<file path="config.mk">
export PLATFORM = sky130hd
export DESIGN_NAME = updown_counter_param
export DESIGN_NICKNAME = d
export VERILOG_FILES = /design/src/rtl/counter_pkg.sv /design/src/rtl/prescale_tick.sv /design/src/rtl/updown_counter_param.sv
export SDC_FILE = /design/constraint.sdc
export NUM_CORES = 1
export LEC_CHECK = 0
export ABC_CLOCK_PERIOD_IN_PS = 3100
export BUFFER_PORTS_ARGS = -buffer_cell sky130_fd_sc_hd__buf_2
export CORE_AREA = 2 2 39 41
export DETAILED_ROUTE_END_ITERATION = 8
export DIE_AREA = 0 0 41 43
export MAX_ROUTING_LAYER = met4
export SLEW_MARGIN = 20
export SYNTH_ARGS = -nofsm -noshare
export SYNTH_HDL_FRONTEND = slang
export SYNTH_SLANG_ARGS = --single-unit
export TNS_END_PERCENT = 10
</file>
<file path="constraint.sdc">
create_clock -name clk -period 3.1 [get_ports clk]
set_clock_uncertainty 0.2 [all_clocks]
set_input_delay 0.31 -clock clk [delete_from_list [all_inputs] [get_ports clk]]
set_output_delay 0.31 -clock clk [all_outputs]
set_load 0.05 [all_outputs]
</file>
<file path="src/rtl/counter_pkg.sv">
// Shared definitions for the parametrised up/down counter family.
//   MODE_UP / MODE_DOWN : values of the counter's mode input
//   clog2_safe()        : register width needed to hold 0..value-1, never below 1
package counter_pkg;

  localparam logic MODE_UP   = 1'b0;
  localparam logic MODE_DOWN = 1'b1;

  // Bits needed for a counter that runs 0..value-1. A value of 1 still
  // yields a one-bit register so that no zero-width vectors appear.
  function automatic int clog2_safe(input int value);
    int result;
    result = 1;
    for (int i = 1; i < 31; i++) begin
      if ((32'sd1 <<< i) < value) begin
        result = i + 1;
      end else begin
        result = result;
      end
    end
    return result;
  endfunction

endpackage

</file>
<file path="src/rtl/prescale_tick.sv">
// Prescaler for the up/down counter: produces a step qualifier once every
// PRESCALE enabled cycles.
// Ports:
//   clk  - rising-edge clock
//   rst  - asynchronous active-low reset (clears the prescaler)
//   en   - advance enable; the prescaler holds while en is low
//   clr  - synchronous clear (used on parallel load)
//   tick - combinational: en is high and the prescaler sits on its last value
module prescale_tick
  import counter_pkg::*;
#(
  parameter int PRESCALE = 1
) (
  input  logic clk,
  input  logic rst,
  input  logic en,
  input  logic clr,
  output logic tick
);

  localparam int PW = clog2_safe(PRESCALE);
  localparam logic [PW-1:0] LAST = PW'(PRESCALE - 1);
  localparam logic [PW-1:0] ONE  = PW'(1'b1);

  logic [PW-1:0] presc_r;

  // With PRESCALE=1 the register is stuck at 0 and tick simply follows en.
  assign tick = en && (presc_r == LAST);

  // Prescaler state: clear on load, wrap on tick, advance on en, else hold.
  always_ff @(posedge clk or negedge rst) begin
    if (!rst) begin
      presc_r <= {PW{1'b0}};
    end else if (clr) begin
      presc_r <= {PW{1'b0}};
    end else if (tick) begin
      presc_r <= {PW{1'b0}};
    end else if (en) begin
      presc_r <= presc_r + ONE;
    end else begin
      presc_r <= presc_r;
    end
  end

endmodule

</file>
<file path="src/rtl/updown_counter_param.sv">
// Parametrised up/down counter with clock enable, prescaler, synchronous
// parallel load, wrap/saturate selection and event flags.
// Ports:
//   clk      - rising-edge clock
//   rst      - asynchronous active-low reset
//   en       - count enable (advances prescaler and counter)
//   mode     - 0 count up, 1 count down
//   sat      - 0 wrap at range ends, 1 saturate at range ends
//   load     - synchronous parallel load strobe (overrides stepping)
//   load_val - value to load, clamped to MODULUS-1
//   count    - current count (registered)
//   tc       - terminal count (combinational), usable as a cascade enable
//   wrap     - registered pulse: the previous edge wrapped
//   sat_hit  - registered pulse: the previous step was blocked by saturation
//   load_err - registered pulse: the previous load was clamped
module updown_counter_param
  import counter_pkg::*;
#(
  parameter int WIDTH    = 4,
  parameter int MODULUS  = 16,
  parameter int PRESCALE = 1
) (
  input  logic             clk,
  input  logic             rst,
  input  logic             en,
  input  logic             mode,
  input  logic             sat,
  input  logic             load,
  input  logic [WIDTH-1:0] load_val,
  output logic [WIDTH-1:0] count,
  output logic             tc,
  output logic             wrap,
  output logic             sat_hit,
  output logic             load_err
);

  // Reject parameter sets that cannot describe a sensible range.
  generate
    if (WIDTH < 1 || MODULUS < 2 || PRESCALE < 1 ||
        longint'(MODULUS) > (64'sd1 <<< WIDTH)) begin : g_bad_params
      $error("updown_counter_param: illegal WIDTH/MODULUS/PRESCALE");
    end
  endgenerate

  // Range compares are done one bit wider than the count so that
  // MODULUS = 2**WIDTH is representable without aliasing to zero.
  localparam logic [WIDTH-1:0] MAX_CNT = WIDTH'(MODULUS - 1);
  localparam logic [WIDTH:0]   MAX_EXT = {1'b0, MAX_CNT};
  localparam logic [WIDTH:0]   MOD_EXT = (WIDTH + 1)'(MODULUS);
  localparam logic [WIDTH-1:0] ONE_W   = WIDTH'(1'b1);

  logic [WIDTH-1:0] count_r;
  logic             wrap_r;
  logic             sat_hit_r;
  logic             load_err_r;

  logic             step_s;
  logic             at_max_s;
  logic             at_zero_s;
  logic             load_ok_s;
  logic [WIDTH-1:0] count_nxt_s;
  logic             wrap_nxt_s;
  logic             sat_hit_nxt_s;
  logic             load_err_nxt_s;

  prescale_tick #(
    .PRESCALE(PRESCALE)
  ) u_prescale (
    .clk (clk),
    .rst (rst),
    .en  (en),
    .clr (load),
    .tick(step_s)
  );

  assign at_max_s  = ({1'b0, count_r} == MAX_EXT);
  assign at_zero_s = (count_r == {WIDTH{1'b0}});
  assign load_ok_s = ({1'b0, load_val} < MOD_EXT);

  // Raised on the cycle whose step would wrap or saturate.
  assign tc = step_s && !load &&
              (((mode == MODE_UP) && at_max_s) || ((mode == MODE_DOWN) && at_zero_s));

  assign count    = count_r;
  assign wrap     = wrap_r;
  assign sat_hit  = sat_hit_r;
  assign load_err = load_err_r;

  // Next-state and event flags: load beats step, step beats hold.
  always_comb begin
    count_nxt_s    = count_r;
    wrap_nxt_s     = 1'b0;
    sat_hit_nxt_s  = 1'b0;
    load_err_nxt_s = 1'b0;
    if (load) begin
      if (load_ok_s) begin
        count_nxt_s = load_val;
      end else begin
        count_nxt_s    = MAX_CNT;
        load_err_nxt_s = 1'b1;
      end
    end else if (step_s) begin
      case (mode)
        MODE_UP: begin
          if (!at_max_s) begin
            count_nxt_s = count_r + ONE_W;
          end else if (sat) begin
            sat_hit_nxt_s = 1'b1;
          end else begin
            count_nxt_s = {WIDTH{1'b0}};
            wrap_nxt_s  = 1'b1;
          end
        end
        MODE_DOWN: begin
          if (!at_zero_s) begin
            count_nxt_s = count_r - ONE_W;
          end else if (sat) begin
            sat_hit_nxt_s = 1'b1;
          end else begin
            count_nxt_s = MAX_CNT;
            wrap_nxt_s  = 1'b1;
          end
        end
        default: begin
          count_nxt_s = count_r;
        end
      endcase
    end else begin
      count_nxt_s = count_r;
    end
  end

  // Count and pulse registers.
  always_ff @(posedge clk or negedge rst) begin
    if (!rst) begin
      count_r    <= {WIDTH{1'b0}};
      wrap_r     <= 1'b0;
      sat_hit_r  <= 1'b0;
      load_err_r <= 1'b0;
    end else begin
      count_r    <= count_nxt_s;
      wrap_r     <= wrap_nxt_s;
      sat_hit_r  <= sat_hit_nxt_s;
      load_err_r <= load_err_nxt_s;
    end
  end

endmodule
</file>
==> impl_metrics.py, run 1 <==
metrics = {
    "sta": {
        "post-route-worst-setup-slack_ns": 0.820,
        "report.final.hold_viol_count": 0,
        "finalSetupTns_ns": 0,
        "achievable-frequency_mhz": 439,
        "rsz_0062_raised_after_global_routing": "no",
        "slew_violations": 0,
        "fin_crit_sh_pct": 73.5,
        "setup_violations": 0,
        "final_period_minus_worst_setup_slack_ns": 2.28,
    },
    "synth": {
        "synth_enable_flop_cells": 0,
        "netlist_top_cells_area": "sky130_fd_sc_hd__dfrtp_1 37%, sky130_fd_sc_hd__ha_1 5.3%, sky130_fd_sc_hd__mux2_2 4.7%",
        "post_synth_num_cell_types": 31,
        "yosys_warnings": 0,
        "synth-adder-area-share_pct": 5.26,
        "asyncSetResetFlopFracSynth_pct": 100,
        "sequential_to_total_area_share_from_yosys_stat_pct": 36.8,
        "ys_ff_latch": 7,
        "synth-compound-area-share_pct": 21.3,
        "synthesis.area_sq_um": 475,
        "synth.most_common_cell": "sky130_fd_sc_hd__dfrtp_1",
        "synth_top_cells_by_count": "7 x sky130_fd_sc_hd__dfrtp_1, 3 x sky130_fd_sc_hd__inv_1, 3 x sky130_fd_sc_hd__nand2_1, 3 x sky130_fd_sc_hd__nor2_1",
        "muxShareOfSynthArea_pct": 6.84,
        "most_common_flop_cell_mapped_by_yosys": "sky130_fd_sc_hd__dfrtp_1",
        "largest_family_of_logic_cells_by_synthesized_area": "simple AND/OR/NAND/NOR gates",
        "synthXorXnorAreaFrac_pct": 1.84,
        "postSynthNetCount": 62,
        "synth_area_per_cell_sq_um": 9.51,
        "synth_top_cell_by_area": "sky130_fd_sc_hd__dfrtp_1",
        "synthSimpleGateAreaFrac_pct": 22.4,
        "synth.top_cell.area_share_pct": 36.8,
        "postSynthCellCount": 50,
    },
    "run_status": {
        "outcome": "complete, no violations",
    },
    "clock_tree": {
        "root_buffer": "sky130_fd_sc_hd__clkbuf_4",
        "h-tree-depth": 1,
        "clk-insertion-delay-late_ns": 0.25,
        "cts_repair_resize_count": 0,
        "cts_tree": "built",
        "postCtsSetupBuffers": 0,
        "clock_tree.buffer_depth": 2,
        "clk_pin_slew_worst_paths_ns": 0.05,
        "tritoncts_num_sinks": 7,
        "cts_buffers": 3,
    },
    "floorplan": {
        "floorplan.io_pins": 18,
        "placementRows": 14,
        "initial_util_pct": 34.4,
        "core_area_sq_mm": 0.00138,
        "dieArea_sq_mm": 0.00176,
        "die_x_microns": 41,
        "chipHeight_microns": 43,
    },
    "global_routing": {
        "grt_use_total_pct": 12.8,
        "wire_length_of_the_first_global_routing_pass_mm": 1.44,
        "groute.layer.met2.usage_pct": 19.4,
        "grt.overflow.total": 0,
        "globalRouteMet1Util_pct": 13.3,
        "grt_most_used_layer": "met2",
        "grtUsageMet3_pct": 7.85,
        "grt_start_max_net_pins": 12,
        "grt_antenna_before_repair": 0,
        "number_of_global_route_vias_before_repair": 370,
    },
    "layout": {
        "final_core_area_utilization_pct": 43.4,
        "syn_to_final_growth_pct": 26.3,
        "n_antenna_cell": 0,
        "multi_input_comb_area_sq_um": 278,
        "drive_gt1_share_pct": 31.9,
        "nets": 82,
        "sequential_cell_area_sq_um": 175,
        "fillCellCount": 135,
    },
    "min_path": {
        "worst_hold_path_type": "in -> reg",
    },
    "setup_path": {
        "start_kind": "flop",
        "cp_data_required_time_ns": 2.59,
        "worst_setup_path_end_kind": "output pin",
        "maximum_fanout_along_the_worst_path": 9,
        "crit_path_max_incr_delay_ns": 0.45,
        "worstPathArrival_ns": 1.77,
        "critical-path-slowest-cell": "sky130_fd_sc_hd__dfrtp_1",
        "setup.worst_path.class": "reg -> out",
        "path_cells": "inv_1 > ha_1 > and4bb_1 > nor2_1 > nor3_1 > buf_2",
    },
    "route": {
        "wirelength_mm": 1.01,
        "vias": 441,
        "initialDrtViolationCount": 0,
        "route.antenna.remaining_nets": 0,
        "drt_drc_violations_left": 0,
        "drt-wirelength-per-cell_microns": 11.9,
        "drtPass1Iterations": 1,
        "viasPerCell": 5.19,
    },
    "placed_design": {
        "place_ws_ns": 1.07,
        "place_congestion": 0.707,
        "place_hpwl_microns": 807,
        "port_buffers": 16,
    },
    "power_and_ir_drop": {
        "max-vdd-ir-drop_mv": 0.313,
        "p_leak_uw": 0.000296,
        "power-per-cell-area_mw_per_mm2": 534,
    },
    "flow_run": {
        "max-cap-violations": 0,
    },
}
==> area by class of cell <==
| type | count | share of cell area, % |
|---|---|---|
| Clock buffer | 4 | 4.38 |
| Inverter | 3 | 1.88 |
| Multi-Input combinational cell | 38 | 46.2 |
| Sequential cell | 7 | 29.2 |
| Tap cell | 16 | 3.33 |
| Timing Repair Buffer | 17 | 15.0 |
==> power by group <==
group          internal [uW]  switching, uW  leakage (uW)
combinational           46.3           75.2      0.000191
clock                   49.0           31.1     0.0000150
sequential               101           18.5     0.0000898
==> path summary, 6_finish.rpt <==
path / cells after the start / from / to / slack [ns]
max in group asynchronous: 2 / rst / count[1]$_DFFE_PN0P_ / 2.32
worst min-delay path: 2 / en / u_prescale.presc_r$_DFFE_PN0P_ / 0.04
min in group asynchronous: 2 / rst / sat_hit$_DFF_PN0_ / 0.22
worst max-delay path: 6 / count[0]$_DFFE_PN0P_ / tc / 0.82
worst min register to register: 1 / u_prescale.presc_r$_DFFE_PN0P_ / u_prescale.presc_r$_DFFE_PN0P_ / 0.35
worst max register to register: 6 / count[0]$_DFFE_PN0P_ / count[2]$_DFFE_PN0P_ / 1.07
==> state kept, by name, summed over array words and instances, names as in the netlist <==
name / cells
u_prescale.presc_r: 1
wrap: 1
sat_hit: 1
count: 4
==> layout by cell type, fill, tap and decap left out, types with 2 or more instances in the layout <==
| cell type | n |
|---|---|
| sky130_fd_sc_hd__a311oi_1 | 2 |
| sky130_fd_sc_hd__o211ai_1 | 2 |
| sky130_fd_sc_hd__clkbuf_4 | 3 |
| sky130_fd_sc_hd__nor4_1 | 2 |
| sky130_fd_sc_hd__buf_2 | 16 |
| sky130_fd_sc_hd__nand2_1 | 3 |
| sky130_fd_sc_hd__nor3_1 | 2 |
| sky130_fd_sc_hd__inv_1 | 3 |
| sky130_fd_sc_hd__dfrtp_1 | 7 |
| sky130_fd_sc_hd__mux2_2 | 2 |
| sky130_fd_sc_hd__ha_1 | 2 |
| sky130_fd_sc_hd__o21a_1 | 2 |
| sky130_fd_sc_hd__nor2_1 | 3 |
==> metrics by stage <==
step                      hold slack (ns)  std cells  total power, uW  cell area, sq um
after floorplan                    -0.186         50              211               475
after global placement            -0.0492         80              241               564
after detailed placement          -0.0483         80              242               564
after CTS                          0.0356         85              326               601
after global routing               0.0425         85              345               601
final                              0.0422         85              321               601
==> cell families (layout without fill, tap and decap cells) <==
logic type / count (synthesis) / count (layout)
AO/OA/AOI/OAI: 13 / 13
AND/OR/NAND/NOR: 18 / 18
XOR/XNOR: 1 / 1
other: 1 / 1
adder cells (fa/ha/maj): 2 / 2
multiplexers: 3 / 3
flip-flops: 7 / 7
buffers and inverters: 5 / 24
==> worst max-delay path, delay by kind of cell, from the launching register on <==
kind          cells  cell delay, ns
buf+inv           2            0.39
simple gates      3            0.52
fa+ha+maj         1            0.16
flops             1            0.45
==> routing by layer <==
metal	up-vias	routed length [microns]	part of all wire, %
li1	226	-	-
met1	201	439	43
met2	12	500	50
met3	2	56	5.5
met4	0	12	1.2
met5	-	0	0
==> timing repair <==
action                                 CTS  global route
endpoints found under the hold margin    7             0
setup endpoints to repair                0             0
hold buffers                             1             0
No activity file was read; power rests on OpenSTA's default activity.
==> inputs of run 2 (changes only) <==
--- a/config.mk
+++ b/config.mk
@@ -5,7 +5,7 @@
 export SDC_FILE = /design/constraint.sdc
 export NUM_CORES = 1
 export LEC_CHECK = 0
-export ABC_CLOCK_PERIOD_IN_PS = 3100
+export ABC_CLOCK_PERIOD_IN_PS = 2100
 export BUFFER_PORTS_ARGS = -buffer_cell sky130_fd_sc_hd__buf_2
 export CORE_AREA = 2 2 39 41
 export DETAILED_ROUTE_END_ITERATION = 8
==> constraint.sdc (replaced) <==
create_clock -name clk -period 2.1 [get_ports clk]
set_clock_uncertainty 0.2 [all_clocks]
set_input_delay 0.21 -clock clk [delete_from_list [all_inputs] [get_ports clk]]
set_output_delay 0.21 -clock clk [all_outputs]
set_load 0.05 [all_outputs]
==> impl_metrics.py, run 2 (synthesized netlist as in run 1, its figures left out) <==
metrics = {
    "route": {
        "drt_drc_violations_left": 0,
        "initialDrtViolationCount": 5,
        "viasPerCell": 5.26,
        "drt-wirelength-per-cell_microns": 12.0,
        "wirelength_mm": 1.09,
        "vias": 479,
        "route.antenna.remaining_nets": 0,
        "drtPass1Iterations": 4,
    },
    "min_path": {
        "worst_hold_path_type": "in -> reg",
        "worst_hold_path.endpoint": "count[3]$_DFFE_PN0P_",
        "holdPathStages": 3,
        "hold_start": "load_val[3]",
    },
    "power_and_ir_drop": {
        "power-per-cell-area_mw_per_mm2": 740,
        "post-layout-total-power_uw": 502,
        "max-vdd-ir-drop_mv": 0.357,
        "p_leak_uw": 0.000320,
    },
    "flow_run": {
        "max-cap-violations": 0,
    },
    "setup_path": {
        "critical_path_s_top_delay_family": "simple AND/OR/NAND/NOR gates",
        "worst_setup_path_end_kind": "output pin",
        "maximum_fanout_along_the_worst_path": 6,
        "capture_instance_of_the_worst_register_to_register_path": "count[0]$_DFFE_PN0P_",
        "cp.buffers_inverters": 2,
        "regToRegStartpoint": "count[0]$_DFFE_PN0P_",
        "critical-path-slowest-cell": "sky130_fd_sc_hd__dfrtp_2",
        "start_kind": "flop",
        "path_cells": "inv_2 > ha_2 > and4bb_2 > nor2_2 > nor3_4 > buf_6",
        "setup.worst_path.class": "reg -> out",
        "worst-r2r-cell-count": 5,
        "cp_data_required_time_ns": 1.69,
        "worstPathArrival_ns": 1.57,
        "crit_path_max_incr_delay_ns": 0.44,
        "ff2ff_setup_slack_ns": 0.15,
        "cp_launch_point": "count[1]$_DFFE_PN0P_",
    },
    "sta": {
        "rsz_0062_raised_after_global_routing": "no",
        "setup_violations": 0,
        "final_period_minus_worst_setup_slack_ns": 1.98,
        "finalSetupTns_ns": 0,
        "report.final.hold_viol_count": 0,
        "slew_violations": 0,
        "post-route-worst-setup-slack_ns": 0.119,
        "achievable-frequency_mhz": 505,
        "fin_crit_sh_pct": 94.3,
    },
    "floorplan": {
        "initial_util_pct": 34.4,
        "dieArea_sq_mm": 0.00176,
        "core_area_sq_mm": 0.00138,
        "chipHeight_microns": 43,
        "placementRows": 14,
        "die_x_microns": 41,
        "floorplan.io_pins": 18,
    },
    "global_routing": {
        "number_of_global_route_vias_before_repair": 401,
        "grt_antenna_before_repair": 0,
        "grt.overflow.total": 0,
        "wire_length_of_the_first_global_routing_pass_mm": 1.67,
        "grt_use_total_pct": 15.0,
        "grt_start_max_net_pins": 12,
    },
    "layout": {
        "largest_register_ffs": 4,
        "mostFrequentLayoutCell": "sky130_fd_sc_hd__buf_2",
        "nets": 88,
        "mostFrequentLayoutCells": "15 x sky130_fd_sc_hd__buf_2, 5 x sky130_fd_sc_hd__dfrtp_1, 5 x sky130_fd_sc_hd__dlygate4sd3_1",
        "n_antenna_cell": 0,
        "syn_to_final_growth_pct": 42.6,
        "drive_gt1_share_pct": 41.3,
        "final_cell_count_no_fill": 91,
    },
    "placed_design": {
        "port_buffers": 16,
        "place_congestion": 0.708,
        "dp_cells": 80,
        "place_ws_ns": 0.139,
        "place_hpwl_microns": 823,
    },
    "clock_tree": {
        "h-tree-depth": 1,
        "clk-insertion-delay-late_ns": 0.25,
        "cts_tree": "built",
        "tritoncts_num_sinks": 7,
        "clock_tree.buffer_depth": 2,
        "clk_pin_slew_worst_paths_ns": 0.05,
        "cts_buffers": 3,
        "root_buffer": "sky130_fd_sc_hd__clkbuf_4",
    },
    "run_status": {
        "outcome": "complete, no violations",
    },
}
[run 2: cell type report]
| type | count | area [sq um] |
|---|---|---|
| clock buffer | 4 | 26.3 |
| fill | 134 | 706 |
| inverter | 3 | 11.3 |
| multi-input combinational | 38 | 294 |
| sequential | 7 | 178 |
| tap | 16 | 20.0 |
| timing repair buffer | 23 | 149 |
[run 2: worst reg2reg max path, cell delays in order, from the launching register on]
cell and delay [ns]:
sky130_fd_sc_hd__dfrtp_2 0.43, sky130_fd_sc_hd__ha_1 0.24, sky130_fd_sc_hd__and4b_1 0.22, sky130_fd_sc_hd__o21a_1 0.22, sky130_fd_sc_hd__o21a_1 0.22, sky130_fd_sc_hd__a221o_1 0.29
[run 2: worst max-delay path by stage]
stage | depth (start not counted) | to | slack [ns]
floorplan | 6 | count[2]$_DFFE_PN0P_ | 0.03
global placement | 5 | count[0]$_DFFE_PN0P_ | 0.13
detailed placement | 6 | count[0]$_DFFE_PN0P_ | 0.14
CTS | 6 | tc | 0.01
global route | 6 | tc | 0.03
finish | 6 | tc | 0.12
[run 2: report_power, final]
part	total, uW	leakage (uW)	internal, uW	switching, uW
registers	176	0.0000876	150	25.5
logic	203	0.000218	83.4	119
clock network	123	0.0000150	72.6	50.8
[run 2: through the flow]
stage / area, sq um / utilization [%] / hold WS (ns)
global placement: 578 / 41.8 / -0.145
detailed placement: 578 / 41.8 / -0.148
floorplan: 489 / - / -0.286
global route: 678 / 49.0 / 0.0325
finish: 678 / 49.0 / 0.0394
CTS: 659 / 47.6 / 0.0328
[run 2: timing repair]
action / 4_1_cts / 5_1_grt
hold endpoints to repair: 11 / 0
gates resized for setup: 2 / 4
hold buffers: 5 / 0
pin swaps: 0 / 1
setup endpoints to repair: 1 / 1
setup buffers: 0 / 2
[run 2: metal layers]
metal  up-vias  track usage [%]  part of all wire [%]
met4         0             8.00                   1.7
met3         2             6.28                   5.3
met2        16             20.6                    50
li1        238                -                     -
met5         -                -                     0
met1       223             17.9                    43
